===== config.mk =====
export PLATFORM = sky130hd
export DESIGN_NAME = ocd_io_master
export DESIGN_NICKNAME = d
export VERILOG_FILES = /design/src/rtl/ocd_io_pkg.sv /design/src/rtl/ocd_timeout_cnt.sv /design/src/rtl/ocd_io_master.sv
export SDC_FILE = /design/constraint.sdc
export NUM_CORES = 1
export LEC_CHECK = 0
export ABC_CLOCK_PERIOD_IN_PS = 5800
export CAP_MARGIN = 20
export CORE_ASPECT_RATIO = 1.2
export CORE_MARGIN = 4
export CORE_UTILIZATION = 32
export CTS_BUF_LIST = sky130_fd_sc_hd__clkbuf_8
export CTS_CLUSTER_DIAMETER = 80
export DETAILED_ROUTE_END_ITERATION = 10
export PLACE_DENSITY_LB_ADDON = 0.12
export SETUP_SLACK_MARGIN = 0.1
export SLEW_MARGIN = 30
export SYNTH_ARGS = -nofsm -noshare
export SYNTH_HDL_FRONTEND = slang
export SYNTH_HIERARCHICAL = 1
export SYNTH_SLANG_ARGS = --single-unit

===== constraint.sdc =====
create_clock -name cp2 -period 5.8 [get_ports cp2]
set_clock_uncertainty 0.15 [all_clocks]
set_input_delay 1.16 -clock cp2 [delete_from_list [all_inputs] [get_ports cp2]]
set_output_delay 1.16 -clock cp2 [all_outputs]
set_load 0.02 [all_outputs]

===== src/rtl/ocd_io_pkg.sv =====
// ---------------------------------------------------------------------------
// ocd_io_pkg
// Shared definitions for the OCD I/O-bus master: controller state encoding,
// well-known I/O register addresses and default timing parameters.
// ---------------------------------------------------------------------------
package ocd_io_pkg;

    typedef enum logic [1:0] {
        ST_IDLE      = 2'd0,
        ST_WAIT_HALT = 2'd1,
        ST_ACCESS    = 2'd2,
        ST_RESP      = 2'd3
    } ocd_state_e;

    // Stack pointer and status register locations in I/O space
    localparam logic [5:0] IO_ADR_SPL  = 6'h3D;
    localparam logic [5:0] IO_ADR_SPH  = 6'h3E;
    localparam logic [5:0] IO_ADR_SREG = 6'h3F;

    // cp2 cycles a request may wait for core halt before failing
    localparam int DEFAULT_TIMEOUT_CYCLES = 255;
    localparam int DEFAULT_CNT_W          = 16;

endpackage


===== src/rtl/ocd_timeout_cnt.sv =====
// ---------------------------------------------------------------------------
// ocd_timeout_cnt
// Saturating up-counter used to bound the time a debug request waits for the
// core to halt. Flags terminal count when the count equals TIMEOUT_CYCLES-1.
//
// Ports:
//   cp2    - clock, rising edge
//   ireset - asynchronous active-low reset (count -> 0)
//   i_clr  - synchronous clear (priority over i_en)
//   i_en   - count enable
//   o_tc   - terminal count reached
// ---------------------------------------------------------------------------
module ocd_timeout_cnt #(
    parameter int TIMEOUT_CYCLES = 255,
    parameter int CNT_W          = 16
) (
    input  logic cp2,
    input  logic ireset,
    input  logic i_clr,
    input  logic i_en,
    output logic o_tc
);

    localparam logic [CNT_W-1:0] TC_VALUE = CNT_W'(TIMEOUT_CYCLES - 1);

    logic [CNT_W-1:0] r_cnt;

    // NOTE: sequential state uses non-blocking assignments so every flop
    // samples pre-edge values regardless of statement order.
    always_ff @(posedge cp2 or negedge ireset) begin
        if (!ireset) begin
            r_cnt <= '0;
        end else if (i_clr) begin
            r_cnt <= '0;
        end else if (i_en && (r_cnt != '1)) begin
            // Hold at all-ones instead of wrapping back to zero
            r_cnt <= r_cnt + CNT_W'(1);
        end
    end

    assign o_tc = (r_cnt == TC_VALUE);

endmodule


===== src/rtl/ocd_io_master.sv =====
// ---------------------------------------------------------------------------
// ocd_io_master
// Debug-side initiator on the core's internal I/O bus. Accepts one OCD request
// at a time, waits for the core to halt, performs exactly one committed
// (cp2en-qualified) read or write on the I/O bus, then pulses dbg_ack.
//
// Ports:
//   cp2, ireset            - clock (rising edge) / async active-low reset
//   cp2en                  - core clock enable; bus access commits only when 1
//   core_halted            - core stopped, bus owned by this block
//   dbg_req/we/adr/wdata   - request strobe (sampled in IDLE) and its payload
//   dbg_abort              - cancel the outstanding request
//   dbg_busy               - request in progress
//   dbg_ack, dbg_err       - one-cycle completion pulse and its error status
//   dbg_rdata              - last successful read result
//   adr/iowe/iore/dbusout  - I/O bus address, strobes and write data
//   dbusin                 - I/O bus read data (combinational)
// ---------------------------------------------------------------------------
module ocd_io_master
    import ocd_io_pkg::*;
#(
    parameter int TIMEOUT_CYCLES = DEFAULT_TIMEOUT_CYCLES,
    parameter int CNT_W          = DEFAULT_CNT_W
) (
    input  logic       cp2,
    input  logic       ireset,
    input  logic       cp2en,
    input  logic       core_halted,
    input  logic       dbg_req,
    input  logic       dbg_we,
    input  logic [5:0] dbg_adr,
    input  logic [7:0] dbg_wdata,
    input  logic       dbg_abort,
    output logic       dbg_busy,
    output logic       dbg_ack,
    output logic       dbg_err,
    output logic [7:0] dbg_rdata,
    output logic [5:0] adr,
    output logic       iowe,
    output logic       iore,
    output logic [7:0] dbusout,
    input  logic [7:0] dbusin
);

    ocd_state_e r_state, w_next;

    logic       r_we;
    logic [5:0] r_lat_adr;
    logic [7:0] r_lat_wdata;
    logic [5:0] r_adr;
    logic [7:0] r_dbusout;
    logic [7:0] r_rdata;
    logic       r_err;

    logic       w_err_next;
    logic       w_cnt_clr;
    logic       w_cnt_en;
    logic       w_tc;
    logic       w_iowe;
    logic       w_iore;
    logic       w_commit;

    ocd_timeout_cnt #(
        .TIMEOUT_CYCLES (TIMEOUT_CYCLES),
        .CNT_W          (CNT_W)
    ) u_timeout_cnt (
        .cp2    (cp2),
        .ireset (ireset),
        .i_clr  (w_cnt_clr),
        .i_en   (w_cnt_en),
        .o_tc   (w_tc)
    );

    // NOTE: every signal driven here gets a default first, so no path can
    // leave one unassigned and infer a latch.
    always_comb begin
        w_next     = r_state;
        w_err_next = r_err;
        w_cnt_clr  = 1'b0;
        w_cnt_en   = 1'b0;
        w_iowe     = 1'b0;
        w_iore     = 1'b0;
        w_commit   = 1'b0;

        case (r_state)
            ST_IDLE: begin
                if (dbg_req) begin
                    w_next    = ST_WAIT_HALT;
                    w_cnt_clr = 1'b1;
                end
            end

            ST_WAIT_HALT: begin
                if (dbg_abort) begin
                    w_next     = ST_RESP;
                    w_err_next = 1'b1;
                end else if (core_halted) begin
                    w_next = ST_ACCESS;
                end else if (w_tc) begin
                    w_next     = ST_RESP;
                    w_err_next = 1'b1;
                end else begin
                    w_cnt_en = 1'b1;
                end
            end

            ST_ACCESS: begin
                // Abort outranks a coinciding commit: no strobe, no write
                if (dbg_abort) begin
                    w_next     = ST_RESP;
                    w_err_next = 1'b1;
                end else if (!core_halted) begin
                    // Bus lost before commit; keep the timeout budget running
                    w_next = ST_WAIT_HALT;
                end else begin
                    // Strobes stay up across cp2en=0 cycles; the register
                    // file only acts on the one cycle with cp2en=1
                    w_iowe = r_we;
                    w_iore = !r_we;
                    if (cp2en) begin
                        w_commit   = 1'b1;
                        w_next     = ST_RESP;
                        w_err_next = 1'b0;
                    end
                end
            end

            ST_RESP: begin
                w_next = ST_IDLE;
            end

            default: begin
                w_next = ST_IDLE;
            end
        endcase
    end

    always_ff @(posedge cp2 or negedge ireset) begin
        if (!ireset) begin
            r_state     <= ST_IDLE;
            r_we        <= 1'b0;
            r_lat_adr   <= '0;
            r_lat_wdata <= '0;
            r_adr       <= '0;
            r_dbusout   <= '0;
            r_rdata     <= '0;
            r_err       <= 1'b0;
        end else begin
            r_state <= w_next;
            r_err   <= w_err_next;

            if ((r_state == ST_IDLE) && dbg_req) begin
                r_we        <= dbg_we;
                r_lat_adr   <= dbg_adr;
                r_lat_wdata <= dbg_wdata;
            end

            // Bus address/data only change when entering ACCESS, so they
            // hold their last value everywhere else
            if (w_next == ST_ACCESS) begin
                r_adr     <= r_lat_adr;
                r_dbusout <= r_lat_wdata;
            end

            if (w_commit && !r_we) begin
                r_rdata <= dbusin;
            end
        end
    end

    assign dbg_busy  = (r_state != ST_IDLE);
    assign dbg_ack   = (r_state == ST_RESP);
    assign dbg_err   = (r_state == ST_RESP) && r_err;
    assign dbg_rdata = r_rdata;
    assign adr       = r_adr;
    assign dbusout   = r_dbusout;
    assign iowe      = w_iowe;
    assign iore      = w_iore;

endmodule


==> results of run 1 <==
[power breakdown]
part           leakage (nW)  switching, mW  internal (mW)
logic                 0.653          0.275          0.358
clock network        0.0463          0.140         0.0891
registers             0.704         0.0855          0.533
total                  1.40          0.501          0.981
[flip-flops by register name, summed over array words and instances (netlist names)]
register / flops
dbg_rdata: 8
adr: 6
r_state: 2
r_lat_adr: 6
u_timeout_cnt/r_cnt: 16
r_we: 1
dbusout: 8
r_lat_wdata: 8
r_err: 1
[cell families (layout without fill, tap and decap cells)]
family,Yosys count,in the layout
buf+inv,13,70
simple gates,72,72
fa+ha+maj,2,2
flops,56,56
compound gates,34,34
mux,39,39
[cell type report]
cell class | instances | share of cell area
inverters | 5 | 0.00556
clock buffers | 5 | 0.0204
clock inverters | 3 | 0.00816
repair buffers | 57 | 0.166
well taps | 95 | 0.0352
flip-flops and latches | 56 | 0.415
multi-input cells | 147 | 0.349
[path summary, 6_finish.rpt]
| kind | start | end | slack [ns] |
|---|---|---|---|
| worst max-delay path | dbg_abort | iore | 1.75 |
| worst min-delay path | dbusout[4]$_DFFE_PN0N_ | dbusout[4]$_DFFE_PN0N_ | 0.35 |
| worst max register to register | u_timeout_cnt/r_cnt[0]$_DFFE_PN0P_ | dbusout[5]$_DFFE_PN0N_ | 2.63 |
| worst min register to register | dbusout[4]$_DFFE_PN0N_ | dbusout[4]$_DFFE_PN0N_ | 0.35 |
| max in group asynchronous | ireset | dbusout[4]$_DFFE_PN0N_ | 4.20 |
| min in group asynchronous | ireset | dbg_rdata[4]$_DFFE_PN0P_ | 0.83 |
[layer usage]
layer  global-route usage  part of all wire  wire [microns]  vias to the layer above
li1                     -                 -               -                      916
met1                0.156              0.48            2720                      927
met2                0.200              0.46            2610                       44
met3               0.0294             0.041             229                        5
met4               0.0356             0.013              73                        0
met5                    0                 0               0                        -
[cell usage in the layout (no fill, tap or decap), types with 5 or more instances in the layout]
cell type	n
dfrtp_1	56
clkdlybuf4s50_1	54
mux2_2	26
a21oi_1	15
mux2_4	10
nand3_1	9
nand2_1	8
nor3_1	6
o31ai_1	6
or3_1	5
inv_1	5
clkbuf_8	5
nand4_1	5
and4_1	5
or4_1	5
o21ai_0	5
[Yosys cell counts (2+ instances only)]
library cell / instances / area share
dfrtp_1: 56 / 0.53
mux2_2: 26 / 0.11
a21oi_1: 15 / 0.028
mux2_4: 10 / 0.056
nand3_1: 9 / 0.017
nand2_1: 8 / 0.011
nor3_1: 6 / 0.011
o31ai_1: 6 / 0.017
and4_1: 5 / 0.016
inv_1: 5 / 0.0071
nand4_1: 5 / 0.012
o21ai_0: 5 / 0.0094
or3_1: 5 / 0.012
or4_1: 5 / 0.014
and3_1: 4 / 0.0094
nor2_1: 4 / 0.0056
buf_2: 3 / 0.0056
mux2_1: 3 / 0.013
nor2b_1: 3 / 0.0071
and2b_1: 2 / 0.0056
ha_1: 2 / 0.0094
nand2b_1: 2 / 0.0047
nor4_1: 2 / 0.0047
or3_2: 2 / 0.0056
[through the flow]
| step | setup slack [ns] | total power [mW] |
|---|---|---|
| floorplan | 2.82 | 1.03 |
| global placement | 1.78 | 1.26 |
| detailed placement | 1.77 | 1.27 |
| CTS | 1.77 | 1.51 |
| global route | 1.66 | 1.58 |
| finish | 1.75 | 1.48 |
==> metrics.txt, run 1 <==
DR pass1 iterations 4; status finished clean; actual slew at the worst max-slew pin 0.888 ns; area grow syn2layout 26.9%; cell family with most CP delay buffers and inverters; WL final 5640 microns; CTS Buffer Depth 2; crit path DAT 2.74 ns; P per Cell Area 439 nW/um^2; startpoint types input pin; Hold WS approximately 0.35 ns; syn nets 247; setup TNS 0 ns; Inserted Clock Buffers 5; hold crit path type flip-flop to flip-flop; Compound-Gate Fraction of Synth Area 0.0847; Cell Area, Synth around 2700 sq um; FF+latch count, synth 56; chip height 108 microns; die area between 9000 and 10,000 sq um; slowest cell delay on critical path 0.60 ns; mean number of vias per cell 5.14; Main synth FF type dfrtp_1; fin util 0.416; VDD IR max 0.132 mV; Clk pin slew, worst setup/hold paths 0.10 ns; hpwl dp 3930 microns; H-tree depth 2; Final min period 4.05 ns; GRT Residual Overflow 0; largest net degree at the start of global routing 57; Resized cells post-CTS 0; overall die width 91.2 microns; number of synthesized flops with an enable pin 0; FMAX 247 MHz; design area 3370 sq um; boundary pin count 56; Post-Place Cell Area between 3000 and 4000 sq um; Placer Congestion between 0.7 and 0.8; final std cells w/o fill 368; drt drc 0; # Post-CTS Setup Buffers 0; Unique masters post-synth 47; vias in the first global route 1,888; largest family of logic cells by synthesized area multiplexers; Sequential Area roughly 1400 sq um; Tot GR Track Use 0.121; final antenna-violating net count 0; WHS Path Cells 1; Max FO, Critical Path 6; asr flop ratio synth 1.00; nets 303; share of cells above drive strength 1 0.209; Final Setup Violations 0; Leak Pwr 1.40 nW; simple-gate share of the synthesized area 0.170; post-synthesis mux area share 0.179; Seq/Total Area, Yosys 0.527; Mapped Cells 216; CTS sink cnt 56; initial antenna violation count 0; Ys Warns 6; cts hold-fix bufs 0; Worst path slowest cell clkdlybuf4s50_1; Worst setup EP type primary output; num rows 36; Initial Utilization 0.328; crit path buf inv count 2; ant diodes 0; WP data required 4.49 ns; fin. max-slew vios 0; Filler Cell Count 782; stages on the worst setup path 4; Iter 0 DRT Violations between 40 and 50; crit path kind input pin to primary output; area of the multi-input gates roughly 1200 sq um; RSZ-0062 raised after global routing false; adder-cell share of the synthesized area 0.00941; PortBufs 55; clock root cell clkbuf_8; TritonCTS clock tree done; placed instance count 360; final hold violations 0; most used cell along the critical path clkdlybuf4s50_1; Worst-Skew Late Latency 0.32 ns; DR vias 1,892; WL per Instance 15.3 microns; critical-path cell list clkdlybuf4s50_1 > and2b_1 > and3b_1 > clkdlybuf4s50_1; R2R depth 9; Post-Synth XOR/XNOR Area 0; maxcap violations 0; global-route wire length before repair 9540 microns; synthesized area per cell 12.3 sq um; Core Region 8110 sq um; max_slew headroom 0.407; fin crit share 0.697
Note: power is estimated with default switching activity, not from simulation.
==> run 2: changes to the inputs <==
Settings changed: ABC_CLOCK_PERIOD_IN_PS 5800 to 3300.
Clock period 5.8 ns to 3.3 ns, I/O delays scaled along.
==> run 2 against run 1 <==
  * Total power rose by 78%
  * Sequential power rose by 76%
  * Utilization rose by 0.52 points
  * Worst setup slack got worse by 1.5 ns
  * Largest power group unchanged
  * Clock power rose by 75%
  * Hold slack got worse by 0.090 ns
  * Design area rose by 1.3%
  * Sequential cell count did not move
  * Wire length rose by 1.7%
  * Combinational power rose by 81%
  * Non-clock buffer count rose by 4
  * Sequential share of layout area fell by 0.52 points
==> metrics.txt, run 2 (synthesis results as in run 1) <==
WL per Instance 15.4 microns (+0.61%); CTS Buffer Depth 2 (unchanged); share of cells above drive strength 1 0.220 (+0.0114); Final Setup Violations 0 (unchanged); Inserted Clock Buffers 5 (unchanged); fin crit share 0.921; WP data required 2.49 ns (-2.00 ns); die area 9840 sq um (unchanged); Sequential Area 1400 sq um (unchanged); max_slew headroom 0.491 (+0.0846); Hold WS 0.256 ns (-0.0898 ns); Max FO, Critical Path 6 (unchanged); hpwl dp 4200 microns (+6.7%); mean number of vias per cell 5.14 (about the same); final hold violations 0 (unchanged); GRT Residual Overflow 0 (unchanged); crit path DAT 2.23 ns (-0.51 ns); actual slew at the worst max-slew pin 0.763 ns (-0.125 ns); VDD IR max 0.245 mV (+85%); reg2reg start u_timeout_cnt/r_cnt[0]$_DFFE_PN0P_; drt drc 0 (unchanged); boundary pin count 56 (unchanged); Worst path slowest cell clkdlybuf4s50_1; r2r endpoint dbusout[5]$_DFFE_PN0N_; Initial Utilization 0.328 (unchanged); startpoint types input pin; P per Cell Area 773 nW/um^2 (+76%); CTS sink cnt 56 (unchanged); cts hold-fix bufs 0 (unchanged); num rows 36 (unchanged); final antenna-violating net count 0 (unchanged); area grow syn2layout 28.5%; placed instance count 364 (+1.1%); max reg flops 16 (unchanged); clock root cell clkbuf_8; global-route wire length before repair 9920 microns (+3.9%); most common cell after layout, fill and taps aside dfrtp_1; # Post-CTS Setup Buffers 0 (unchanged); crit path kind input pin to primary output; Filler Cell Count 774 (-1.0%); largest net degree at the start of global routing 34 (-40%); PortBufs 55 (unchanged); most used cell along the critical path clkdlybuf4s50_1; critical-path cell list clkdlybuf4s50_1 > and2b_1 > and3b_1 > clkdlybuf4s50_1; R2R setup slack 0.45 ns (-2.18 ns); FMAX 329 MHz; Reg with most FFs u_timeout_cnt/r_cnt; crit path buf inv count 2 (unchanged); chip height 108 microns (unchanged); Iter 0 DRT Violations 106 (+120%); overall die width 91.2 microns (unchanged); Clk pin slew, worst setup/hold paths 0.11 ns (about the same); initial antenna violation count 0 (unchanged); Critical Path Source dbg_abort; R2R depth 10 (+1); RSZ-0062 raised after global routing false; H-tree depth 2 (unchanged); TritonCTS clock tree done; area of the multi-input gates 1180 sq um (unchanged); Tot GR Track Use 0.125 (+0.00438); cell family with most CP delay buffers and inverters; WL final 5730 microns (+1.7%); setup TNS 0 ns (unchanged); Resized cells post-CTS 0 (unchanged); Worst setup EP type primary output; Leak Pwr 1.43 nW (+1.7%); DR pass1 iterations 4 (unchanged); hold crit path type input pin to asynchronous set/reset pin; Placer Congestion 0.803 (+7.2%); fin. max-slew vios 0 (unchanged); status finished clean; maxcap violations 0 (unchanged); commonest cells after routing, fill and taps aside dfrtp_1, clkdlybuf4s50_1, mux2_2; DR vias 1,913 (+1.1%); Core Region 8110 sq um (unchanged); vias in the first global route 1,964 (+4.0%); nets 307 (+1.3%); Worst-Skew Late Latency 0.31 ns (about the same); final std cells w/o fill 372 (+1.1%); Final min period 3.04 ns; ant diodes 0 (unchanged); slowest cell delay on critical path 0.60 ns (about the same)
==> run 2: cell count changes in the layout (fill, tap and decap cells not counted) <==
| cell | change |
|---|---|
| buf_12 | +1 |
| buf_4 | +3 |
==> run 2: power breakdown <==
group	switching, mW	internal (mW)
registers	0.153	0.937
logic	0.494	0.658
clock network	0.244	0.157
==> run 2: worst reg2reg max path, stage by stage, from the launching register on <==
cell	delay, ns
dfrtp_1	0.43
inv_1	0.11
ha_1	0.16
nor4b_1	0.25
nand4_1	0.13
nor3_1	0.40
nor3_1	0.08
or2_1	0.28
a32oi_4	0.23
buf_12	0.20
mux2_2	0.35
==> run 2: final cells by class <==
type,count,area share
timing repair buffer,61,0.176
sequential,56,0.410
multi-input combinational,147,0.345
clock buffer,5,0.0201
tap,95,0.0348
clock inverter,3,0.00806
inverter,5,0.00549
==> run 2: worst max-delay path by stage <==
stage,end,cells after the start
after floorplan,adr[0]$_DFFE_PN0N_,10
after global placement,iore,4
after detailed placement,iore,4
after CTS,iore,4
after global routing,iore,4
final,iore,4
==> run 2: stage by stage <==
stage / power (mW) / worst slack [ns] / area, sq um / utilization
2_1_floorplan: 1.82 / 0.769 / 2660 / -
3_3_place_gp: 2.26 / 0.291 / 3320 / 0.410
3_5_place_dp: 2.28 / 0.262 / 3320 / 0.410
4_1_cts: 2.69 / 0.261 / 3420 / 0.421
5_1_grt: 2.82 / 0.151 / 3420 / 0.421
6_report: 2.64 / 0.261 / 3420 / 0.421
==> run 2: layer usage <==
| metal | vias up | global-route usage | part of all wire |
|---|---|---|---|
| li1 | 923 | - | - |
| met1 | 932 | 0.166 | 0.46 |
| met2 | 52 | 0.205 | 0.48 |
| met3 | 6 | 0.0259 | 0.046 |
| met4 | 0 | 0.0388 | 0.013 |
| met5 | - | 0 | 0 |
==> run 3: changes to the inputs <==
Settings changed: PLACE_DENSITY_LB_ADDON 0.12 to unset.
==> run 3 against run 2 <==
  * Count of clock-buffer cells in the layout unchanged
  * Critical path depth unchanged
  * Largest cell class unchanged
  * Die area unchanged
  * Total power down 1.4%
  * Via count down 1.4%
  * Global-route usage down 0.66 points
  * Cell count down 0.27%
  * Sequential cell count unchanged
  * Non-clock buffer count down 1
  * Design area down 0.22%
==> metrics.txt, run 3 (synthesis results as in run 1) <==
status finished clean; Max FO, Critical Path 6 (unchanged); Placer Congestion 0.832 (+3.6%); Sw Share 0.334 (-0.00315); ant diodes 0 (unchanged); crit path buf inv count 2 (unchanged); commonest cells after routing, fill and taps aside dfrtp_1, clkdlybuf4s50_1, mux2_2; Hold WS 0.219 ns (-0.0366 ns); Flop pwr share 0.419 (+0.007); GRT Residual Overflow 0 (unchanged); Clock power frac 0.148 (-0.004); setup TNS 0 ns (unchanged); WL per Instance 14.7 microns (-4.6%); num rows 36 (unchanged); hold crit path type input pin to asynchronous set/reset pin; Leak Pwr 1.43 nW (about the same); Inserted Clock Buffers 5 (unchanged); combinational power share 0.433 (-0.003); crit path DAT 2.21 ns (-0.02 ns); TritonCTS clock tree done; max reg flops 16 (unchanged); largest net degree at the start of global routing 30 (-12%); H-tree depth 2 (unchanged); area grow syn2layout 28.2%; WP data required 2.49 ns (about the same); Worst-Skew Late Latency 0.31 ns (about the same); Tot GR Track Use 0.119 (-0.00657); drt drc 0 (unchanged); initial antenna violation count 0 (unchanged); Core Region 8110 sq um (unchanged); DR pass1 iterations 4 (unchanged); boundary pin count 56 (unchanged); Final Setup Violations 0 (unchanged); WL final 5450 microns (-4.9%); Internal Pwr Total 1.74 mW (-0.98%); global-route wire length before repair 9450 microns (-4.7%); vias in the first global route 1,894 (-3.6%); stages on the worst setup path 4 (unchanged); most used cell along the critical path clkdlybuf4s50_1; R2R depth 10 (unchanged); critical-path cell list clkdlybuf4s50_1 > and2b_1 > and3b_1 > clkdlybuf4s50_1; final antenna-violating net count 0 (unchanged); FMAX 331 MHz (+0.50%); die area 9840 sq um (unchanged); Iter 0 DRT Violations 93 (-12%); Worst setup EP type primary output; P per Cell Area 764 nW/um^2 (-1.2%); Initial Utilization 0.328 (unchanged); PortBufs 55 (unchanged); fin util 0.421 (-0.000926); area of the multi-input gates 1180 sq um (+0.43%); Clk pin slew, worst setup/hold paths 0.11 ns (about the same); fin. max-slew vios 0 (unchanged); final hold violations 0 (unchanged); VDD IR max 0.219 mV (-10%); crit path kind input pin to primary output; Switch Pwr 0.869 mW (-2.4%); most common cell after layout, fill and taps aside dfrtp_1; nets 306 (-0.33%); slowest cell delay on critical path 0.61 ns (about the same); maxcap violations 0 (unchanged); DR vias 1,886 (-1.4%); actual slew at the worst max-slew pin 0.664 ns (-0.0993 ns); startpoint types input pin; Reg with most FFs u_timeout_cnt/r_cnt; cts hold-fix bufs 0 (unchanged); Final min period 3.02 ns (-0.0152 ns); Filler Cell Count 750 (-3.1%); max_slew headroom 0.558 (+0.0662); mean number of vias per cell 5.08 (-1.1%); fin crit share 0.916 (-0.00459); cell family with most CP delay buffers and inverters; RSZ-0062 raised after global routing false; chip height 108 microns (unchanged); Worst path slowest cell clkdlybuf4s50_1; CTS Buffer Depth 2 (unchanged); hpwl dp 4040 microns (-3.8%); clock root cell clkbuf_8; share of cells above drive strength 1 0.221 (+0.000798); Sequential Area 1400 sq um (unchanged); overall die width 91.2 microns (unchanged); CTS sink cnt 56 (unchanged)
## run 3: cell types whose count changed in the layout (fill, tap and decap cells not counted), sizes merged
cell      before  now
buf            7    6
clkinv         1    2
clkinvlp       1    0
## run 3: power groups by stage
stage               clock network (mW)  registers [mW]  logic, mW
floorplan                            0            1.22      0.595
global placement                     0            1.10       1.13
detailed placement                   0            1.11       1.15
CTS                              0.402            1.10       1.15
global route                     0.430            1.13       1.22
finish                           0.386            1.09       1.13
## run 3: area by class of cell
class,instances,area share
clock inverter,3,0.00661
inverter,5,0.00550
clock buffer,5,0.0202
multi-input combinational,147,0.347
timing repair buffer,60,0.175
tap,95,0.0349
sequential,56,0.411
## run 3: through the flow
stage	setup WS [ns]	std cells	area (sq um)	power (mW)
after floorplan	0.769	216	2660	1.82
after global placement	0.292	363	3310	2.23
after detailed placement	0.262	363	3310	2.26
after CTS	0.265	371	3400	2.65
after global routing	0.169	371	3410	2.78
final	0.276	371	3410	2.60
## run 3: worst paths after layout
kind	end	slack, ns	from
worst min register to register	r_lat_wdata[5]$_DFFE_PN0P_	0.35	r_lat_wdata[5]$_DFFE_PN0P_
worst min-delay path	u_timeout_cnt/r_cnt[6]$_DFFE_PN0P_	0.22	ireset
max in group asynchronous	r_lat_wdata[2]$_DFFE_PN0P_	2.20	ireset
min in group cp2	r_lat_wdata[5]$_DFFE_PN0P_	0.35	r_lat_wdata[5]$_DFFE_PN0P_
worst max-delay path	iore	0.28	dbg_abort
worst max register to register	dbusout[5]$_DFFE_PN0N_	0.43	u_timeout_cnt/r_cnt[0]$_DFFE_PN0P_
## run 3: metal layers
layer	vias to the layer above	track usage	share of wire	wire length, microns
met5	-	0	0	0
met4	0	0.0323	0.0072	39
met3	5	0.0329	0.040	216
met2	40	0.199	0.49	2690
met1	921	0.150	0.46	2510
li1	920	-	-	-
## run 3: timing repair
item	in CTS	in global routing
hold endpoints to repair	0	0
setup buffers	0	0
resized for setup	0	1
setup endpoints to repair	0	4
